File: config.mk
export PLATFORM = sky130hd
export DESIGN_NAME = updown_counter_mod
export DESIGN_NICKNAME = d
export VERILOG_FILES = /design/src/rtl/updown_counter_mod.sv
export SDC_FILE = /design/constraint.sdc
export NUM_CORES = 1
export LEC_CHECK = 0
export ABC_AREA = 1
export BUFFER_PORTS_ARGS = -buffer_cell sky130_fd_sc_hd__buf_2
export CAP_MARGIN = 5
export CELL_PAD_IN_SITES_DETAIL_PLACEMENT = 1
export CELL_PAD_IN_SITES_GLOBAL_PLACEMENT = 2
export CORE_MARGIN = 2
export CORE_UTILIZATION = 23
export DETAILED_ROUTE_END_ITERATION = 6
export GPL_ROUTABILITY_DRIVEN = 0
export HOLD_SLACK_MARGIN = 0.05
export PLACE_DENSITY_LB_ADDON = 0.1
export SETUP_SLACK_MARGIN = 0.2
export SLEW_MARGIN = 10
export SYNTH_ARGS = -nofsm -noshare
export SYNTH_HDL_FRONTEND = slang
export SYNTH_SLANG_ARGS = --single-unit
File: constraint.sdc
create_clock -name clk -period 1.7 [get_ports clk]
set_input_delay 0.255 -clock clk [delete_from_list [all_inputs] [get_ports clk]]
set_output_delay 0.255 -clock clk [all_outputs]
set_load 0.01 [all_outputs]
File: src/rtl/updown_counter_mod.sv
// Parametrised up/down counter with modulus, wrap/saturate mode, clear/load,
// enable prescaler, boundary flags and one-cycle wrap / load-error pulses.
module updown_counter_mod #(
  parameter int WIDTH    = 4,
  parameter int MODULUS  = 16,
  parameter int SATURATE = 0,
  parameter int PRESCALE = 1
) (
  input  logic             clk,
  input  logic             reset_n,   // active-high despite the name
  input  logic             enable,
  input  logic             up_down,
  input  logic             clear,
  input  logic             load,
  input  logic [WIDTH-1:0] load_val,
  output logic [WIDTH-1:0] count,
  output logic             at_max,
  output logic             at_min,
  output logic             wrap,
  output logic             load_err
);

  localparam int PW = (PRESCALE > 1) ? $clog2(PRESCALE) : 1;
  localparam logic [WIDTH-1:0] MAX_C  = WIDTH'(MODULUS - 1);
  localparam logic [PW-1:0]    PS_MAX = PW'(PRESCALE - 1);

  logic [WIDTH-1:0] count_q, count_d;
  logic [PW-1:0]    pre_q, pre_d;
  logic             wrap_q, wrap_d;
  logic             err_q, err_d;
  logic             step;

  // NOTE: every signal assigned here gets a default first so no latch is inferred.
  always_comb begin
    count_d = count_q;
    pre_d   = pre_q;
    wrap_d  = 1'b0;
    err_d   = 1'b0;
    step    = 1'b0;

    if (clear) begin
      count_d = '0;
      pre_d   = '0;
    end else if (load) begin
      pre_d = '0;
      if (load_val > MAX_C) begin
        count_d = MAX_C;
        err_d   = 1'b1;
      end else begin
        count_d = load_val;
      end
    end else if (enable) begin
      if (pre_q == PS_MAX) begin
        pre_d = '0;
        step  = 1'b1;
      end else begin
        pre_d = pre_q + PW'(1);
      end
    end

    // Range ends either wrap around or hold; both raise the wrap pulse.
    if (step) begin
      if (up_down) begin
        if (count_q != MAX_C) begin
          count_d = count_q + WIDTH'(1);
        end else begin
          wrap_d = 1'b1;
          if (SATURATE == 0) count_d = '0;
        end
      end else begin
        if (count_q != '0) begin
          count_d = count_q - WIDTH'(1);
        end else begin
          wrap_d = 1'b1;
          if (SATURATE == 0) count_d = MAX_C;
        end
      end
    end
  end

  // NOTE: sequential state uses non-blocking assignments only.
  always_ff @(posedge clk or posedge reset_n) begin
    if (reset_n) begin
      count_q <= '0;
      pre_q   <= '0;
      wrap_q  <= 1'b0;
      err_q   <= 1'b0;
    end else begin
      count_q <= count_d;
      pre_q   <= pre_d;
      wrap_q  <= wrap_d;
      err_q   <= err_d;
    end
  end

  assign count    = count_q;
  assign at_max   = (count_q == MAX_C);
  assign at_min   = (count_q == '0);
  assign wrap     = wrap_q;
  assign load_err = err_q;

endmodule

# == Yosys cells after proc, flatten, opt, wreduce, memory -nomap -nowiden ==
# Cells that the tools add are included.
# totals
rom_bits,0
out_inout_bits,8
input_bits,10
latchBits,0
mem_bits_rw,0
memories,0
reg_bits,7
# op_classes
n_bitwise,0
order_cmp,1
shifts,0
add_sub_neg,3
n_mux,22
n_div,0
eq_ne,2
reduce_logical,4
mul,0
# op_table
op,count
$mux 4,7
$mux 1,15
$reduce_bool 3->1,2
$add 4x1->4 const B,1
$eq 4x4->1 const B,1
$gt 4x4->1 const B,1
$logic_not 4->1,1
$ne 4x4->1 const B,1
$reduce_bool 4->1,1
$sub 4x1->4 const B,1
$add 1x1->1 const B,1

# == Longest topological paths before layout ==
# Gate-level depths: netlist of run 1.
# logic_depth
ltp_word,5
mapped_depth,8

# == Worst setup path after synthesis of run 1 ==
# No wires, ideal clock.
# synth_path
kind,reg2reg
from,register count_q[0] (netlist: count[0])
to,register count_q[1] (netlist: count[1])
path_stages_with_launch,6
n_path_buf,0
arrival_time_ns,1.173
setup_time_ns,0.082
setup_slack_ns,0.445
path_cell_list,dfrtp_1 inv_1 ha_1 xnor2_1 nand2_1 a31oi_1
# synth_via
elab_chain_cells,4
elab_cells_between_ends,8
cone_classes,2 x add/sub; 1 x eq/ne; 4 x mux; 1 x reduce/logical
# synth_rtl
item,line,rtl
start: declaration,27,"logic [WIDTH-1:0] count_q, count_d;"
start signal: assignment,89,count_q <= count_d;
$sub 4x1->4 (tied with other cells),72,count_d = count_q - WIDTH'(1);
$mux 4 (on tied branches),"71, 64",
$mux 4 (*),63,if (up_down) begin
$mux 4 (*),62,if (step) begin
# Mark *: on every way between the ends. The rest lies on a longest branch, timed or not.
# A chain may end at the register's enable or synchronous reset.

# == Worst setup path in the final report of run 1 ==
# layout_path
from,register count_q[0] (netlist: count[0])
to,output port at_max
# layout_via
elab_chain_cells,1
# layout_rtl
item,line,rtl
$eq 4x4->1,97,assign at_max = (count_q == MAX_C);
end: declaration,17,"output logic at_max,"
# No other way between the ends.

==> reports/results.ini, run 1 <==
[sta]
min_period_ps = 1420
drv_slew = 0
finalSetupTns_ps = 0
max_freq_mhz = 706
final-setup-viol-count = 0
final_hold_viol_count = 0
rsz0062_at_grt = no
fin_crit_sh_pct = 83.3
fin_hold_ws_ps = 297
skew_ps = 1.07

[status]
outcome = finished clean

[global_route]
antenna_found_initial = 0
grt.overflow.total = 0
track_usage_pct = 11.6
grt_pass1_vias = 499
grt_max_degree = 10
grt_pass1_wl_um = 2140

[critical_path]
reg2reg_setup_slack_ps = 500
slowest_delay_ps = 440
worstPathRequired_ps = 1440
crit_type = flop to output pin
endpoint_kind = output pin
slowest_stage = dfrtp_2
startpoint = count[0]
worstRegToRegCells = 8
r2r-end = count[0]
crit_arrival_ps = 1160
crit_path_start_kind = flop
path_cells = ha_2, nand3_2, inv_1, buf_2
r2r-start = count[0]
worstPathMaxFanout = 6

[cells_and_area]
fin_nets = 110
fin_cells = 124
drive_gt1_share_pct = 42.3
n_antenna_cell = 0
areaGrowthSynthToFinish_pct = 37.8

[synthesis]
synth_top_family_by_area = simple AND/OR/NAND/NOR gates
async_flop_share_pct = 100
synth_xor_area_share_pct = 1.84
synthesis.nets = 86
ys_seq_area_share_pct = 26.2
ys_top_cells_by_count = 19 x nand2_1, 14 x inv_1, 10 x nand3_1
synth_edf_count = 0
synth_area_um2 = 477
syn_inst = 74
synth_top_area_share_pct = 26.2
yosys-top-cells-area = dfrtp_1 26%, nand2_1 15%, inv_1 11%
synthFlopType = dfrtp_1
synth_mux_area_share_pct = 0
yosys.area_share.simple_pct = 42.5
postSynthAreaPerCell_um2 = 6.44
synth_fa_ha_area_share_pct = 5.25
yosysWarnings = 0
synth-compound-area-share_pct = 6.04
synth.distinct_cells = 19
synth.most_common_cell = nand2_1
ys_seq_elements = 5
synth_area_leader_cell = dfrtp_1

[power_and_ir_drop]
power_leakage_nw = 0.378
powerDensity_mw_per_mm2 = 664
ir_drop_v = 0.000306

[placed_design]
dp.cells = 115
portBuffers = 16
place_hpwl_um = 1050

[clock_tree]
clk_path_buf_depth = 2
htree_num_levels = 1
cts_buffers = 3
clk_pin_slew_ps = 40
worstSkewPairLatency_ps = 240
clock-root-buffer = clkbuf_4
cts_tree = built
cts.sinks = 5

[floorplan]
boundaryPins = 18
dieArea_mm2 = 0.00245
core-area_mm2 = 0.00196
start_util_pct = 24.3
row_count = 16
die_y_um = 49.5
die_x_um = 49.5

[route]
drc = 0
drt_iter0_markers = 3
viasPerCell = 4.23
drt_pass1_iterations = 3
num_vias = 524
ant_nets = 0
wl_um = 1280
wl_per_cell_um = 10.3

[min_path]
min_from = load_val[1]
whs_path_depth = 3
hp-class = input pin to flop
worstHoldEndpoint = count[1]

[flow_run]
cap_violations = 0

[metrics by stage]
step	setup slack, ps	util (%)	power, mW	area [µm²]
2_1_floorplan	445	-	0.235	477
3_3_place_gp	286	29.1	0.278	572
3_5_place_dp	321	29.1	0.277	572
4_1_cts	195	31.3	0.424	613
5_1_grt	203	33.5	0.483	657
6_report	284	33.5	0.436	657
[worst max path at each step]
stage               slack, ps        to
finish                    280    at_max
global route              200    at_min
CTS                       200    at_max
detailed placement        320  count[3]
global placement          290  count[3]
floorplan                 450  count[1]
[cells by family after synthesis]
logic type	Yosys count
other cells	1
fa+ha+maj	2
simple gates	41
xor+xnor	1
compound gates	5
flops	5
buf+inv	19
[where the power goes]
group | internal, mW | switching [mW] | leakage, nW
sequential | 0.131 | 0.0208 | 0.0611
clock | 0.0888 | 0.0491 | 0.0150
combinational | 0.0705 | 0.0766 | 0.302
total | 0.290 | 0.146 | 0.378
[flip-flops by register name (all words and copies together) (netlist names)]
signal	cells
wrap	1
count	4
[layout by cell type, fill, tap and decap left out, types with 2 or more instances in the layout]
master	netlist	layout
clkbuf_4	0	3
nor2_2	4	4
buf_2	0	16
nand3_1	10	10
nand2_1	19	19
dfrtp_1	5	2
nor2_1	2	2
inv_2	3	4
nand2_2	2	2
buf_4	1	4
inv_1	14	13
dfrtp_2	0	3
a21oi_1	2	2
nand3_2	3	3
[critical path: cells and delay by family, from the launching register on]
kind                     cells  cell delay (ps)
adder cells (fa/ha/maj)      1              210
AND/OR/NAND/NOR              1              100
buffers and inverters        2              170
flip-flops                   1              440
[area by class of cell]
cell class	count	area (µm²)
well taps	27	33.8
repair buffers	21	120
clock buffers	4	26.3
multi-input cells	50	284
fillers	285	1310
inverters	17	63.8
flip-flops and latches	5	129
[what timing repair did]
item | 4_1_cts | 5_1_grt
endpoints found under the hold margin | 5 | 0
setup buffers | 0 | 4
hold buffers | 1 | 0
pin swaps | 0 | 0
resized for setup | 3 | 4
setup endpoints to repair | 2 | 2
[per-layer routing]
| layer | wire length (µm) | GRT usage [%] |
|---|---|---|
| met4 | 0 | 2.78 |
| met1 | 612 | 14.1 |
| met2 | 612 | 18.7 |
| met3 | 57 | 5.45 |
| met5 | 0 | 0 |
Power figures use the tool's default switching activity.
==> run 2: changes to the inputs <==
--- a/config.mk
+++ b/config.mk
@@ -11,7 +11,7 @@
 export CELL_PAD_IN_SITES_DETAIL_PLACEMENT = 1
 export CELL_PAD_IN_SITES_GLOBAL_PLACEMENT = 2
 export CORE_MARGIN = 2
-export CORE_UTILIZATION = 23
+export CORE_UTILIZATION = 21
 export DETAILED_ROUTE_END_ITERATION = 6
 export GPL_ROUTABILITY_DRIVEN = 0
 export HOLD_SLACK_MARGIN = 0.05
==> constraint.sdc (replaced) <==
create_clock -name clk -period 1.2 [get_ports clk]
set_input_delay 0.18 -clock clk [delete_from_list [all_inputs] [get_ports clk]]
set_output_delay 0.18 -clock clk [all_outputs]
set_load 0.01 [all_outputs]
==> reports/results.ini, run 2 (synthesis gave the netlist of run 1 again) <==
[route]
wl_per_cell_um = 10.2  ; -1.6%
wl_um = 1350  ; +5.5%
ant_nets = 0  ; unchanged
num_vias = 546  ; +4.2%
drt_iter0_markers = 7  ; +4
drt_pass1_iterations = 3  ; unchanged
viasPerCell = 4.11  ; -2.9%
drc = 0  ; unchanged

[clock_tree]
htree_num_levels = 1  ; unchanged
clock-root-buffer = clkbuf_4
cts_tree = built
cts.sinks = 5  ; unchanged
worstSkewPairLatency_ps = 240  ; about the same
clk_path_buf_depth = 2  ; unchanged
clk_pin_slew_ps = 40  ; about the same
cts_buffers = 3  ; unchanged

[critical_path]
path_cells = inv_2, ha_4, nand2_2, inv_2, buf_6
cp_top_family = flip-flops
crit_type = flop to output pin
worstPathMaxFanout = 3  ; -3
worstPathRequired_ps = 1020  ; -420 ps
crit_arrival_ps = 1090  ; -70 ps
slowest_delay_ps = 440  ; about the same
crit_top_cell = inv_2
path_buf_inv = 3  ; +1
endpoint_kind = output pin
crit_path_start_kind = flop
slowest_stage = dfrtp_2

[floorplan]
dieArea_mm2 = 0.00267  ; +8.7%
start_util_pct = 22.0  ; -2.3 points
boundaryPins = 18  ; unchanged
core-area_mm2 = 0.00217  ; +11%
die_x_um = 51.6  ; +4.3%
die_y_um = 51.6  ; +4.3%
row_count = 17  ; +1

[placed_design]
placed_area_um2 = 623  ; +9.0%
portBuffers = 16  ; unchanged
place_hpwl_um = 1070  ; +2.1%
dp.cells = 119  ; +3.5%

[sta]
final_hold_viol_count = 0  ; unchanged
setup_ws_ps = -68.2  ; -352 ps
max_freq_mhz = 789
skew_ps = 3.17  ; +2.10 ps
min_period_ps = 1270
final-setup-viol-count = 6  ; +6
rsz0062_at_grt = yes
fin_crit_sh_pct = 106
drv_slew = 0  ; unchanged

[global_route]
antenna_found_initial = 0  ; unchanged
grt_pass1_vias = 541  ; +8.4%
track_usage_pct = 12.3  ; +0.69 points
grt_pass1_wl_um = 2430  ; +14%
grt_max_degree = 8  ; -2
grt.overflow.total = 0  ; unchanged

[cells_and_area]
fin_util_pct = 38.0  ; +4.5 points
layout_commonest_cell = nand2_1
largest_reg_flops = 4  ; unchanged
fin_cells = 133  ; +7.3%
final_area_um2 = 825  ; +26%
areaGrowthSynthToFinish_pct = 73.0
final_cell_mix = 18 x nand2_1, 11 x buf_2, 11 x buf_6, 10 x nand3_1, 9 x inv_1
drive_gt1_share_pct = 54.3  ; +12 points
fin_nets = 118  ; +7.3%
n_antenna_cell = 0  ; unchanged

[power_and_ir_drop]
powerDensity_mw_per_mm2 = 882  ; +33%
ir_drop_v = 0.000479  ; +56%
finalPower_mw = 0.727  ; +67%
power_leakage_nw = 0.435  ; +15%

[flow_run]
cap_violations = 0  ; unchanged

[min_path]
hp-class = input pin to flop

[status]
violations = setup timing
outcome = finished with violations

==> run 2: changes by cell type in the layout (fill, tap and decap cells not counted), moves of 3 or more <==
cell   before  now
inv_2       4    7
buf_6       0   11
inv_1      13    9
buf_2      16   11
==> run 2: repair_timing <==
item / 4_1_cts / 5_1_grt
gates cloned: 0 / 0
resized for setup: 17 / 3
pin swaps: 3 / 4
hold buffers: 1 / 0
endpoints found under the setup margin: 11 / 11
buffers inserted: 9 / 0
hold endpoints to repair: 5 / 0
==> run 2: path summary, 6_finish.rpt <==
kind	from	endpoint	slack [ps]	depth (start not counted)
worst max-delay path	count[0]	at_min	-70	5
worst min-delay path	load_val[1]	count[1]	220	3
worst max register to register	count[0]	count[2]	-70	7
worst min register to register	count[3]	count[3]	610	2
max in group asynchronous	reset_n	count[1]	610	3
min in group asynchronous	reset_n	wrap	390	3
==> run 2: power breakdown <==
part           internal, mW  switching (mW)
Clock                 0.126          0.0678
Combinational         0.177           0.144
Sequential            0.186          0.0271
==> run 2: layout make-up <==
type	instances	area [µm²]
flip-flops and latches	5	130
multi-input cells	50	320
well taps	28	35.0
inverters	17	66.3
repair buffers	29	246
fillers	278	1350
clock buffers	4	26.3
==> run 2: worst register-to-register path, stage by stage (launching register included) <==
cell	delay, ps
dfrtp_2	440
inv_2	90
ha_4	130
buf_6	100
inv_4	30
o211ai_1	160
nand3_1	90
a21oi_1	140
==> run 2: metrics by stage <==
stage / setup WS, ps / setup TNS [ps] / hold slack, ps
floorplan: 63.6 / 0 / -41.6
global route: -155 / -718 / 228
global placement: -1.51 / -1.51 / 100
finish: -68.2 / -261 / 224
detailed placement: 1.56 / 0 / 101
CTS: -88.8 / -408 / 221
==> run 2: layer usage <==
layer	share of wire, %	wire length, µm	GRT usage [%]
met1	45	610	14.6
met2	50	671	21.4
met3	4.8	65	2.59
met4	0.37	5	5.26
met5	0	0	0
